==> src/rtl/battle_front_ctrl.sv <==
// battle_front_ctrl: paces game ticks, broadcasts move/damage strobes, tracks
// each side's front and delivers each side's total attack to the opposing
// frontmost unit.
// Optional feature macro: BATTLE_SPLASH_EN (damage also hits every alive unit
// standing on the target's position).
module battle_front_ctrl #(
  parameter int unsigned TICK_DIV  = 1000,
  parameter logic [8:0]  FIELD_END = 9'd511
) (
  input  logic        clk,
  input  logic        reset,
  input  logic        run,
  input  logic [35:0] enemyPos,
  input  logic [31:0] enemyDmgOut,
  input  logic [7:0]  enemyType,
  input  logic [35:0] playerPos,
  input  logic [31:0] playerDmgOut,
  input  logic [7:0]  playerType,
  output logic        moveSCEN,
  output logic        damageSCEN,
  output logic [8:0]  playerFront,
  output logic [8:0]  enemyFront,
  output logic [31:0] enemyDamageIn,
  output logic [31:0] playerDamageIn
);

  localparam int unsigned NSLOT  = 4;
  localparam int unsigned POS_W  = 9;
  localparam int unsigned DMG_W  = 8;
  localparam int unsigned TYPE_W = 2;
  localparam int unsigned SUM_W  = 10;
  localparam int unsigned IDX_W  = 2;
  localparam int unsigned CNT_W  = (TICK_DIV > 1) ? $clog2(TICK_DIV) : 1;

  typedef enum logic [2:0] {IDLE, MOVE, SETTLE, SUM, DAMAGE} state_t;

  state_t             state, state_next;
  logic [CNT_W-1:0]   cnt, cnt_next;

  logic [NSLOT-1:0]   player_alive, enemy_alive;
  logic               player_any, enemy_any;
  logic [POS_W-1:0]   player_front_c, enemy_front_c;
  logic [IDX_W-1:0]   player_tgt, enemy_tgt;
  logic [SUM_W-1:0]   player_sum, enemy_sum;
  logic [DMG_W-1:0]   player_total, enemy_total;
  logic [NSLOT-1:0]   player_hit, enemy_hit;

  // Alive flags: any nonzero unit type is a living unit.
  always_comb begin
    player_alive = '0;
    enemy_alive  = '0;
    for (int i = 0; i < NSLOT; i++) begin
      player_alive[i] = |playerType[TYPE_W*i +: TYPE_W];
      enemy_alive[i]  = |enemyType[TYPE_W*i +: TYPE_W];
    end
  end

  // Frontmost alive unit per side; strict compare keeps the lowest index on ties.
  always_comb begin
    player_any     = 1'b0;
    player_front_c = FIELD_END;
    player_tgt     = '0;
    enemy_any      = 1'b0;
    enemy_front_c  = '0;
    enemy_tgt      = '0;
    for (int i = 0; i < NSLOT; i++) begin
      if (player_alive[i] &&
          (!player_any || playerPos[POS_W*i +: POS_W] < player_front_c)) begin
        player_any     = 1'b1;
        player_front_c = playerPos[POS_W*i +: POS_W];
        player_tgt     = IDX_W'(i);
      end
      if (enemy_alive[i] &&
          (!enemy_any || enemyPos[POS_W*i +: POS_W] > enemy_front_c)) begin
        enemy_any     = 1'b1;
        enemy_front_c = enemyPos[POS_W*i +: POS_W];
        enemy_tgt     = IDX_W'(i);
      end
    end
  end

  // Per-side attack totals over alive units, saturated to one damage byte.
  always_comb begin
    player_sum = '0;
    enemy_sum  = '0;
    for (int i = 0; i < NSLOT; i++) begin
      if (player_alive[i]) player_sum = player_sum + SUM_W'(playerDmgOut[DMG_W*i +: DMG_W]);
      if (enemy_alive[i])  enemy_sum  = enemy_sum  + SUM_W'(enemyDmgOut[DMG_W*i +: DMG_W]);
    end
    player_total = (player_sum > SUM_W'(255)) ? 8'hFF : player_sum[DMG_W-1:0];
    enemy_total  = (enemy_sum  > SUM_W'(255)) ? 8'hFF : enemy_sum[DMG_W-1:0];
  end

  // Slots that take damage on each side (target, plus co-located units with splash).
  always_comb begin
    player_hit = player_any ? (NSLOT'(1) << player_tgt) : '0;
    enemy_hit  = enemy_any  ? (NSLOT'(1) << enemy_tgt)  : '0;
`ifdef BATTLE_SPLASH_EN
    for (int i = 0; i < NSLOT; i++) begin
      if (player_any && player_alive[i] && playerPos[POS_W*i +: POS_W] == player_front_c)
        player_hit[i] = 1'b1;
      if (enemy_any && enemy_alive[i] && enemyPos[POS_W*i +: POS_W] == enemy_front_c)
        enemy_hit[i] = 1'b1;
    end
`endif
  end

  // State and tick counter registers.
  always_ff @(posedge clk) begin
    if (reset) begin
      state <= IDLE;
      cnt   <= '0;
    end else begin
      state <= state_next;
      cnt   <= cnt_next;
    end
  end

  // Next-state and tick counter logic; run only gates counting in IDLE.
  always_comb begin
    state_next = state;
    cnt_next   = cnt;
    case (state)
      IDLE: begin
        if (run) begin
          if (cnt == CNT_W'(TICK_DIV - 1)) begin
            state_next = MOVE;
            cnt_next   = '0;
          end else begin
            cnt_next = cnt + CNT_W'(1);
          end
        end
      end
      MOVE:    state_next = SETTLE;
      SETTLE:  state_next = SUM;
      SUM:     state_next = DAMAGE;
      DAMAGE:  state_next = IDLE;
      default: state_next = IDLE;
    endcase
  end

  // Registered outputs: strobes track the upcoming state, fronts sample in IDLE,
  // damage buses carry totals only during DAMAGE.
  always_ff @(posedge clk) begin
    if (reset) begin
      moveSCEN       <= 1'b0;
      damageSCEN     <= 1'b0;
      playerFront    <= FIELD_END;
      enemyFront     <= '0;
      enemyDamageIn  <= '0;
      playerDamageIn <= '0;
    end else begin
      moveSCEN   <= (state_next == MOVE);
      damageSCEN <= (state_next == DAMAGE);
      if (state == IDLE) begin
        playerFront <= player_front_c;
        enemyFront  <= enemy_front_c;
      end
      for (int i = 0; i < NSLOT; i++) begin
        playerDamageIn[DMG_W*i +: DMG_W] <=
          (state_next == DAMAGE && player_hit[i]) ? enemy_total : '0;
        enemyDamageIn[DMG_W*i +: DMG_W] <=
          (state_next == DAMAGE && enemy_hit[i]) ? player_total : '0;
      end
    end
  end

endmodule

==> config.mk <==
export PLATFORM = sky130hd
export DESIGN_NAME = battle_front_ctrl
export DESIGN_NICKNAME = d
export VERILOG_FILES = /design/src/rtl/battle_front_ctrl.sv
export SDC_FILE = /design/constraint.sdc
export NUM_CORES = 1
export LEC_CHECK = 0
export CORE_MARGIN = 2
export CORE_UTILIZATION = 30
export DETAILED_ROUTE_END_ITERATION = 12
export GPL_TIMING_DRIVEN = 0
export SLEW_MARGIN = 10
export SYNTH_ARGS = -nofsm -noshare
export SYNTH_HDL_FRONTEND = slang
export SYNTH_SLANG_ARGS = --single-unit
==> constraint.sdc <==
create_clock -name clk -period 6.8 [get_ports clk]
set_clock_uncertainty 0.15 [all_clocks]
set_input_delay 1.02 -clock clk [delete_from_list [all_inputs] [get_ports clk]]
set_output_delay 1.02 -clock clk [all_outputs]
set_load 0.01 [all_outputs]
==> results.tsv, run 1 <==
stage	metric	value	unit
run_status	status	finished clean	
worst_setup_path	worstSetupPathType	in -> reg	
worst_setup_path	reg2reg_depth	8	
layout	drive_gt1_frac	0.171	
clocking	cts.htree.levels	3	
yosys	synthArstFlopShare	0	
pwr	switching_share	0.396	
timing	slew_headroom	0.380	
die	die_area	28400	sq um
clocking	cts_buffers	9	
pwr	ir_drop	0.000134	V
routing	route.detailed.drc	0	
timing	hold_viol	0	
place	io_buffer_count	238	
yosys	seq_area_frac_synth	0.239	
min_path	min_to	state[1]$_SDFF_PP0_	
routing	dr_total_vias	8292	
global_route	antenna_found_initial	1	
layout	final_util	0.461	
global_route	grt_max_degree	18	
yosys	yosys_warnings	0	
pwr	clkPwrFrac	0.194	
yosys	synth.cell_area	8110	sq um
worst_setup_path	worstPathCellList	clkdlybuf4s50_1, or2_4, buf_8, and2_4, ha_4, nand4_1, o32a_1, a31oi_4, buf_6, mux2_2, ha_1, a21o_1, a211oi_1, a21oi_4, mux2_4, ha_4, or4_4, o21ai_2, a21oi_2, o21ai_2, buf_6, or3_1, o21ai_0, a2111oi_4	
min_path	whs_path_depth	1	
worst_setup_path	cp.required	6900	ps
worst_setup_path	critPathMaxStageDelay	530	ps
job	maxCapViolations	0	
routing	wire_per_inst	16.3	um
worst_setup_path	startpoint	enemyType[1]	
layout	final_area	12300	sq um
min_path	hp-start	state[2]$_SDFF_PP0_	
layout	final_nets	1540	
yosys	synth_area_per_cell	8.20	sq um
routing	finalWirelength	26600	um
yosys	syn_inst	989	
pwr	power_density	205	nW/um^2
worst_setup_path	path_max_fanout	9	
clocking	path_clk_slew	80	ps
pwr	p_seq_frac	0.241	
place	dpl.hpwl	20700	um
worst_setup_path	regToRegStartpoint	state[0]$_SDFF_PP0_	
pwr	power.switching	0.00100	W
timing	setup_slack	145	ps
pwr	p_leak	4.97	nW
worst_setup_path	setup.worst_path.start_class	input pin	
yosys	synthDistinctLibCells	73	
timing	fin_crit	6660	ps
routing	drt_iter0_markers	401	
yosys	yosys_most_used_dff	dfxtp_1	
global_route	overflow	0	
clocking	cts_max_path_buffers	2	
die	chipHeight	168	um
die	io_pins	239	
routing	via_per_inst	5.10	
routing	ant_nets	0	
worst_setup_path	r2r_end	cnt[8]$_SDFFE_PP0P_	
global_route	track_usage	0.177	
yosys	ys_seq_elements	97	
yosys	synth_edf_count	0	
clocking	postCtsHoldBufs	0	
worst_setup_path	end_kind	flip-flop	
clocking	clk_latency	350	ps
die	initial_utilization	0.304	
die	rows	60	
place	pre_cts_ws	-2020	ps
yosys	synth_fp_nets	1250	
worst_setup_path	cp_slowest_cell	or4_4	
timing	worstMarginPinSlew	930	ps
layout	area_delta_synth_final	51.9	%
die	core_area	26700	sq um
routing	first_pass_iters	5	
die	die_x	168	um
worst_setup_path	arrival	6750	ps
place	place.gp.congestion	0.895	
layout	num-fill-cells	2601	
min_path	min_path_type	reg -> reg	
clocking	cts_tree	built	
global_route	grt_pass1_wl	40500	um
timing	slew_viol_final	0	
timing	fmax	150	MHz
clocking	numClockSinks	97	
worst_setup_path	timing.reg2reg.setup_slack	4420	ps
global_route	grt_pass1_vias	7999	
timing	whs	319	ps
pwr	pwr-share-comb	0.565	
timing	setup_violations	0	
pwr	internal-power	0.00152	W
timing	min_period_over_period	0.979	
clocking	root_buffer	clkbuf_16	
place	dpl_cell_area	10900	sq um
==> synth_stat cells (18+ instances only) <==
cell type | number | share of area
a211oi_1 | 28 | 0.026
a21oi_1 | 79 | 0.049
and2_1 | 18 | 0.014
clkbuf_1 | 21 | 0.0097
dfxtp_1 | 97 | 0.24
ha_1 | 100 | 0.15
inv_1 | 62 | 0.029
mux2_2 | 29 | 0.040
nand2_1 | 52 | 0.024
nand3_1 | 18 | 0.011
nor2_1 | 122 | 0.056
nor3_1 | 20 | 0.012
o21ai_0 | 62 | 0.038
or3_1 | 21 | 0.016
==> cells by family after synthesis <==
group | count (synthesis) | synth area share
simple gates | 324 | 0.201
compound gates | 297 | 0.255
fa+ha+maj | 106 | 0.169
flops | 97 | 0.239
buf+inv | 94 | 0.0480
mux | 43 | 0.0575
xor+xnor | 28 | 0.0302
==> cell usage in the layout, fill, tap and decap left out, drive strengths merged, types with 4 or more instances in the layout <==
cell type      netlist  layout
nor2               122     123
or3                 21      21
clkdlybuf4s50        0     236
a21oi               81      81
buf                 11      55
fa                   6       6
nand3               18      18
and2                18      18
nor3b                4       4
o31ai               13      13
xor2                14      14
o21ai               67      67
inv                 62      65
mux2                29      29
and3                 5       5
a2111oi              9       9
nor3                24      24
o41ai                9       9
a211oi              31      31
a31oi               16      16
o21bai              12      12
a21o                13      13
o211ai               4       4
xnor2               14      14
or2                 11      11
o31a                 8       8
o21a                14      14
clkbuf              21      27
ha                 100     100
nand2b              11      11
nor2b               12      12
dfxtp               97      97
nand4               13      13
mux2i               14      14
nand2               53      53
==> worst max path at each step <==
stage	depth (start not counted)	slack, ps	to
5_1_grt	24	-60	enemyFront[7]$_SDFFE_PP0P_
2_1_floorplan	30	30	enemyFront[0]$_SDFFE_PP0P_
3_5_place_dp	31	-2020	enemyFront[2]$_SDFFE_PP0P_
3_3_place_gp	31	-1970	enemyFront[2]$_SDFFE_PP0P_
4_1_cts	31	-5	enemyFront[5]$_SDFFE_PP0P_
6_report	24	140	enemyFront[5]$_SDFFE_PP0P_
==> routing by layer <==
metal | global-route usage | share of wire | vias up
li1 | - | - | 4199
met1 | 0.216 | 0.43 | 3816
met2 | 0.308 | 0.48 | 241
met3 | 0.0421 | 0.064 | 36
met4 | 0.0555 | 0.023 | 0
met5 | 0 | 0 | -
==> registers in the layout, indices dropped and copies added (netlist names) <==
register	flops
enemyDamageIn	32
playerDamageIn	32
cnt	10
enemyFront	9
playerFront	9
state	3
damageSCEN	1
moveSCEN	1
==> worst max-delay path, delay by kind of cell <==
family,cells,cell delay [ps]
buf+inv,4,870
fa+ha+maj,3,720
compound gates,10,2230
simple gates,5,1170
mux,2,730
==> final cells by class <==
type | instances | area, sq um | share of cell area
multi-input cells | 799 | 6460 | 0.524
inverters | 62 | 233 | 0.0189
flip-flops and latches | 97 | 1940 | 0.158
repair buffers | 281 | 2800 | 0.227
diodes | 1 | 2.50 | 0.000203
plain buffers | 29 | 180 | 0.0146
clock inverters | 6 | 50.0 | 0.00406
well taps | 341 | 427 | 0.0346
clock buffers | 10 | 229 | 0.0186
==> power by group through the flow <==
stage          Combinational, W  Sequential, W  Clock (W)
6_report                0.00143       0.000608   0.000490
5_1_grt                 0.00157       0.000610   0.000523
4_1_cts                 0.00129       0.000607   0.000501
3_5_place_dp            0.00120       0.000620          0
3_3_place_gp            0.00118       0.000620          0
2_1_floorplan          0.000839       0.000628          0
==> per-stage QoR <==
step | std cells | power, W | setup TNS, ps
after global routing | 1625 | 0.00270 | -432
after floorplan | 989 | 0.00147 | 0
final | 1626 | 0.00252 | 0
after CTS | 1608 | 0.00240 | -10.4
after detailed placement | 1568 | 0.00182 | -120800
after global placement | 1568 | 0.00180 | -115510
==> timing repair <==
action                                  in CTS  in global routing
setup buffers                               23                 18
cloned                                       3                  0
pin swaps                                   33                 42
endpoints found under the setup margin      82                 81
gates resized for setup                     72                 87
No activity file was read; power rests on OpenSTA's default activity.
==> inputs of run 2 (changes only) <==
Settings changed: ABC_AREA set to 1, CORE_MARGIN 2 to unset.
==> run 2 against run 1 <==
  * Clock power up 4%
  * Power shrank 9.6%
  * Global-route usage shrank 0.19 points
  * Area after synthesis is 4.3% lower
  * Sequential share of layout area increased by 1.4 points
  * Maximum frequency increased by 4.6%
  * Critical path depth is 22 higher
  * Final area is 8.3% lower
  * Highest routed layer unchanged
==> results.tsv, run 2 <==
stage	metric	value	unit	change
layout	num-fill-cells	2589		-0.46%
clocking	cts_buffers	9		unchanged
clocking	cts.htree.levels	3		unchanged
pwr	power_density	202	nW/um^2	-1.4%
global_route	antenna_found_initial	1		unchanged
place	place.gp.congestion	0.881		-1.5%
timing	fin_crit	6360	ps	-296 ps
yosys	ys_seq_elements	97		unchanged
routing	drt_iter0_markers	285		-29%
global_route	track_usage	0.175		-0.00192
worst_setup_path	critPathMaxStageDelay	470	ps	-60 ps
yosys	synth_fp_nets	1398		+12%
yosys	synth.cell_area	7760	sq um	-4.3%
yosys	yosysTopAreaCell	dfxtp_1		
global_route	grt_pass1_vias	7622		-4.7%
yosys	synthXorXnorAreaFrac	0.0359		+0.00571
routing	route.detailed.drc	0		unchanged
layout	multiInputGateArea	5250	sq um	-19%
die	rows	58		-3.3%
job	maxCapViolations	0		unchanged
worst_setup_path	cp_top_family	compound AO/OA/AOI/OAI gates		
layout	layout_common_cells	nand2_1 (266), clkdlybuf4s50_1 (236), inv_1 (155)		
layout	regArea	1940	sq um	unchanged
timing	setup_violations	0		unchanged
yosys	synth_edf_count	0		unchanged
place	dpl.hpwl	19300	um	-7.0%
routing	first_pass_iters	4		-1
pwr	total_power	0.00228	W	-9.6%
global_route	grt_max_degree	20		+2
worst_setup_path	cp_slowest_cell	clkdlybuf4s50_1		
yosys	synthArstFlopShare	0		unchanged
clocking	root_buffer	clkbuf_16		
routing	ant_nets	0		unchanged
worst_setup_path	reg2reg_depth	9		+1
yosys	yosys_warnings	0		unchanged
routing	wire_per_inst	13.3	um	-18%
worst_setup_path	path_max_fanout	8		-1
layout	final_util	0.447		-0.0136
pwr	p_leak	5.33	nW	+7.2%
die	die_x	163	um	-3.3%
global_route	grt_pass1_wl	36700	um	-9.4%
global_route	overflow	0		unchanged
yosys	synth_top_area_frac	0.250		+0.0108
worst_setup_path	startpoint	enemyPos[2]		
die	chipHeight	163	um	-3.3%
yosys	synth_area_per_cell	6.83	sq um	-17%
worst_setup_path	arrival	6500	ps	-250 ps
worst_setup_path	critPathMostFrequentCell	nand2_1		
timing	min_period_over_period	0.935		-0.0435
place	io_buffer_count	238		unchanged
die	die_area	26500	sq um	-6.5%
yosys	synth_top_family_by_area	simple AND/OR/NAND/NOR gates		
timing	hold_viol	0		unchanged
yosys	synthMuxAreaShare	0.00129		-0.0562
worst_setup_path	setup.worst_path.start_class	input pin		
clocking	cts_max_path_buffers	2		unchanged
layout	drive_gt1_frac	0.0870		-0.0844
yosys	yosys_most_used_dff	dfxtp_1		
die	initial_utilization	0.307		+0.00386
clocking	numClockSinks	97		unchanged
layout	final_nets	1670		+8.4%
yosys	yosys.area_share.simple	0.313		+0.112
worst_setup_path	cp.depth	46		+92%
worst_setup_path	end_kind	flip-flop		
worst_setup_path	cp_num_buf_inv	6		+2
clocking	path_clk_slew	70	ps	about the same
timing	worstMarginPinSlew	615	ps	-315 ps
clocking	cts_tree	built		
worst_setup_path	crit_end	enemyDamageIn[3]$_SDFF_PP0_		
worst_setup_path	timing.reg2reg.setup_slack	4450	ps	+30 ps
yosys	synth-compound-area-share	0.131		-0.124
layout	reg_top3	enemyDamageIn x32, playerDamageIn x32, cnt x10		
layout	area_delta_synth_final	45.5	%	
die	io_pins	239		unchanged
routing	dr_total_vias	7959		-4.0%
min_path	min_path_type	reg -> reg		
yosys	synthDistinctLibCells	52		-29%
timing	grt_setup_unrepaired	false		
pwr	ir_drop	0.000158	V	+18%
timing	slew_viol_final	0		unchanged
timing	fmax	157	MHz	+4.6%
die	core_area	25300	sq um	-5.5%
yosys	synthTopCellsByArea	dfxtp_1 (25%), ha_1 (16%), nand2_1 (13%)		
run_status	status	finished clean		
yosys	synthAdderAreaFrac	0.177		+0.00760
worst_setup_path	r2r_end	cnt[9]$_SDFFE_PP0P_		
yosys	synth_common_cells	nand2_1 (273), inv_1 (156), nor2_1 (116)		
worst_setup_path	cp.required	6940	ps	+40 ps
routing	finalWirelength	23200	um	-12%
yosys	seq_area_frac_synth	0.250		+0.0108
yosys	syn_inst	1137		+15%
worst_setup_path	regToRegStartpoint	state[0]$_SDFF_PP0_		
routing	via_per_inst	4.56		-11%
worst_setup_path	worstSetupPathType	in -> reg		
yosys	synth_most_common_cell	nand2_1		
timing	slew_headroom	0.590		+0.210
clocking	clk_latency	350	ps	about the same
layout	layout_commonest_cell	nand2_1		
==> run 2: cell type report <==
| type | count | share of cell area |
|---|---|---|
| flip-flops and latches | 97 | 0.172 |
| plain buffers | 22 | 0.0130 |
| repair buffers | 262 | 0.234 |
| multi-input cells | 859 | 0.465 |
| diodes | 1 | 0.000222 |
| clock buffers | 9 | 0.0199 |
| inverters | 158 | 0.0527 |
| well taps | 330 | 0.0365 |
| clock inverters | 7 | 0.00642 |
==> run 2: layer usage <==
| metal | vias up | global-route usage | wire length (um) |
|---|---|---|---|
| met5 | - | 0 | 0 |
| met4 | 0 | 0.0438 | 458 |
| met3 | 26 | 0.0578 | 1780 |
| met2 | 197 | 0.295 | 10600 |
| met1 | 3484 | 0.213 | 10400 |
| li1 | 4252 | - | - |
==> run 2: worst min-delay path, delay by kind of cell, from the launching register on <==
| kind | cells | cell delay (ps) |
|---|---|---|
| DFF | 1 | 330 |
| AOI/OAI and AO/OA | 1 | 60 |
| and+or+nand+nor | 1 | 50 |
==> run 2: logic make-up after synthesis <==
kind of cell / count (synthesis)
xor+xnor: 28
flops: 97
simple gates: 543
buf+inv: 181
fa+ha+maj: 106
compound gates: 181
mux: 1
==> run 2: how the worst min path moves through the flow <==
stage / from / endpoint / slack, ps / cells past startpoint
finish: playerFront[3]$_SDFFE_PP1P_ / playerFront[3]$_SDFFE_PP1P_ / 320 / 2
global route: enemyFront[2]$_SDFFE_PP0P_ / enemyFront[2]$_SDFFE_PP0P_ / 350 / 2
CTS: playerFront[3]$_SDFFE_PP1P_ / playerFront[3]$_SDFFE_PP1P_ / 320 / 2
detailed placement: playerFront[3]$_SDFFE_PP1P_ / playerFront[3]$_SDFFE_PP1P_ / 300 / 2
global placement: playerFront[5]$_SDFFE_PP1P_ / playerFront[5]$_SDFFE_PP1P_ / 300 / 2
floorplan: cnt[1]$_SDFFE_PP0P_ / cnt[1]$_SDFFE_PP0P_ / 310 / 2
==> run 2: timing repair <==
item | CTS | global route
hold buffers | 0 | 0
buffers inserted | 11 | 13
setup endpoints to repair | 82 | 82
pin swaps | 6 | 9
resized for setup | 31 | 21
==> run 2: metrics by stage <==
| step | setup TNS, ps | worst slack [ps] | hold WS [ps] | std cells | area, sq um |
|---|---|---|---|---|---|
| 2_1_floorplan | 0 | 269 | 313 | 1137 | 7760 |
| 4_1_cts | 0 | 5.12 | 322 | 1731 | 11100 |
| 5_1_grt | 0 | 58.9 | 348 | 1745 | 11300 |
| 3_5_place_dp | -92800 | -1830 | 303 | 1705 | 10600 |
| 6_report | 0 | 441 | 318 | 1745 | 11300 |
| 3_3_place_gp | -85920 | -1700 | 301 | 1705 | 10600 |
==> run 2: power breakdown <==
group / switching [W] / leakage (nW) / internal [W]
Sequential: 0.0000123 / 0.786 / 0.000589
Combinational: 0.000669 / 4.40 / 0.000503
Clock: 0.000250 / 0.142 / 0.000259
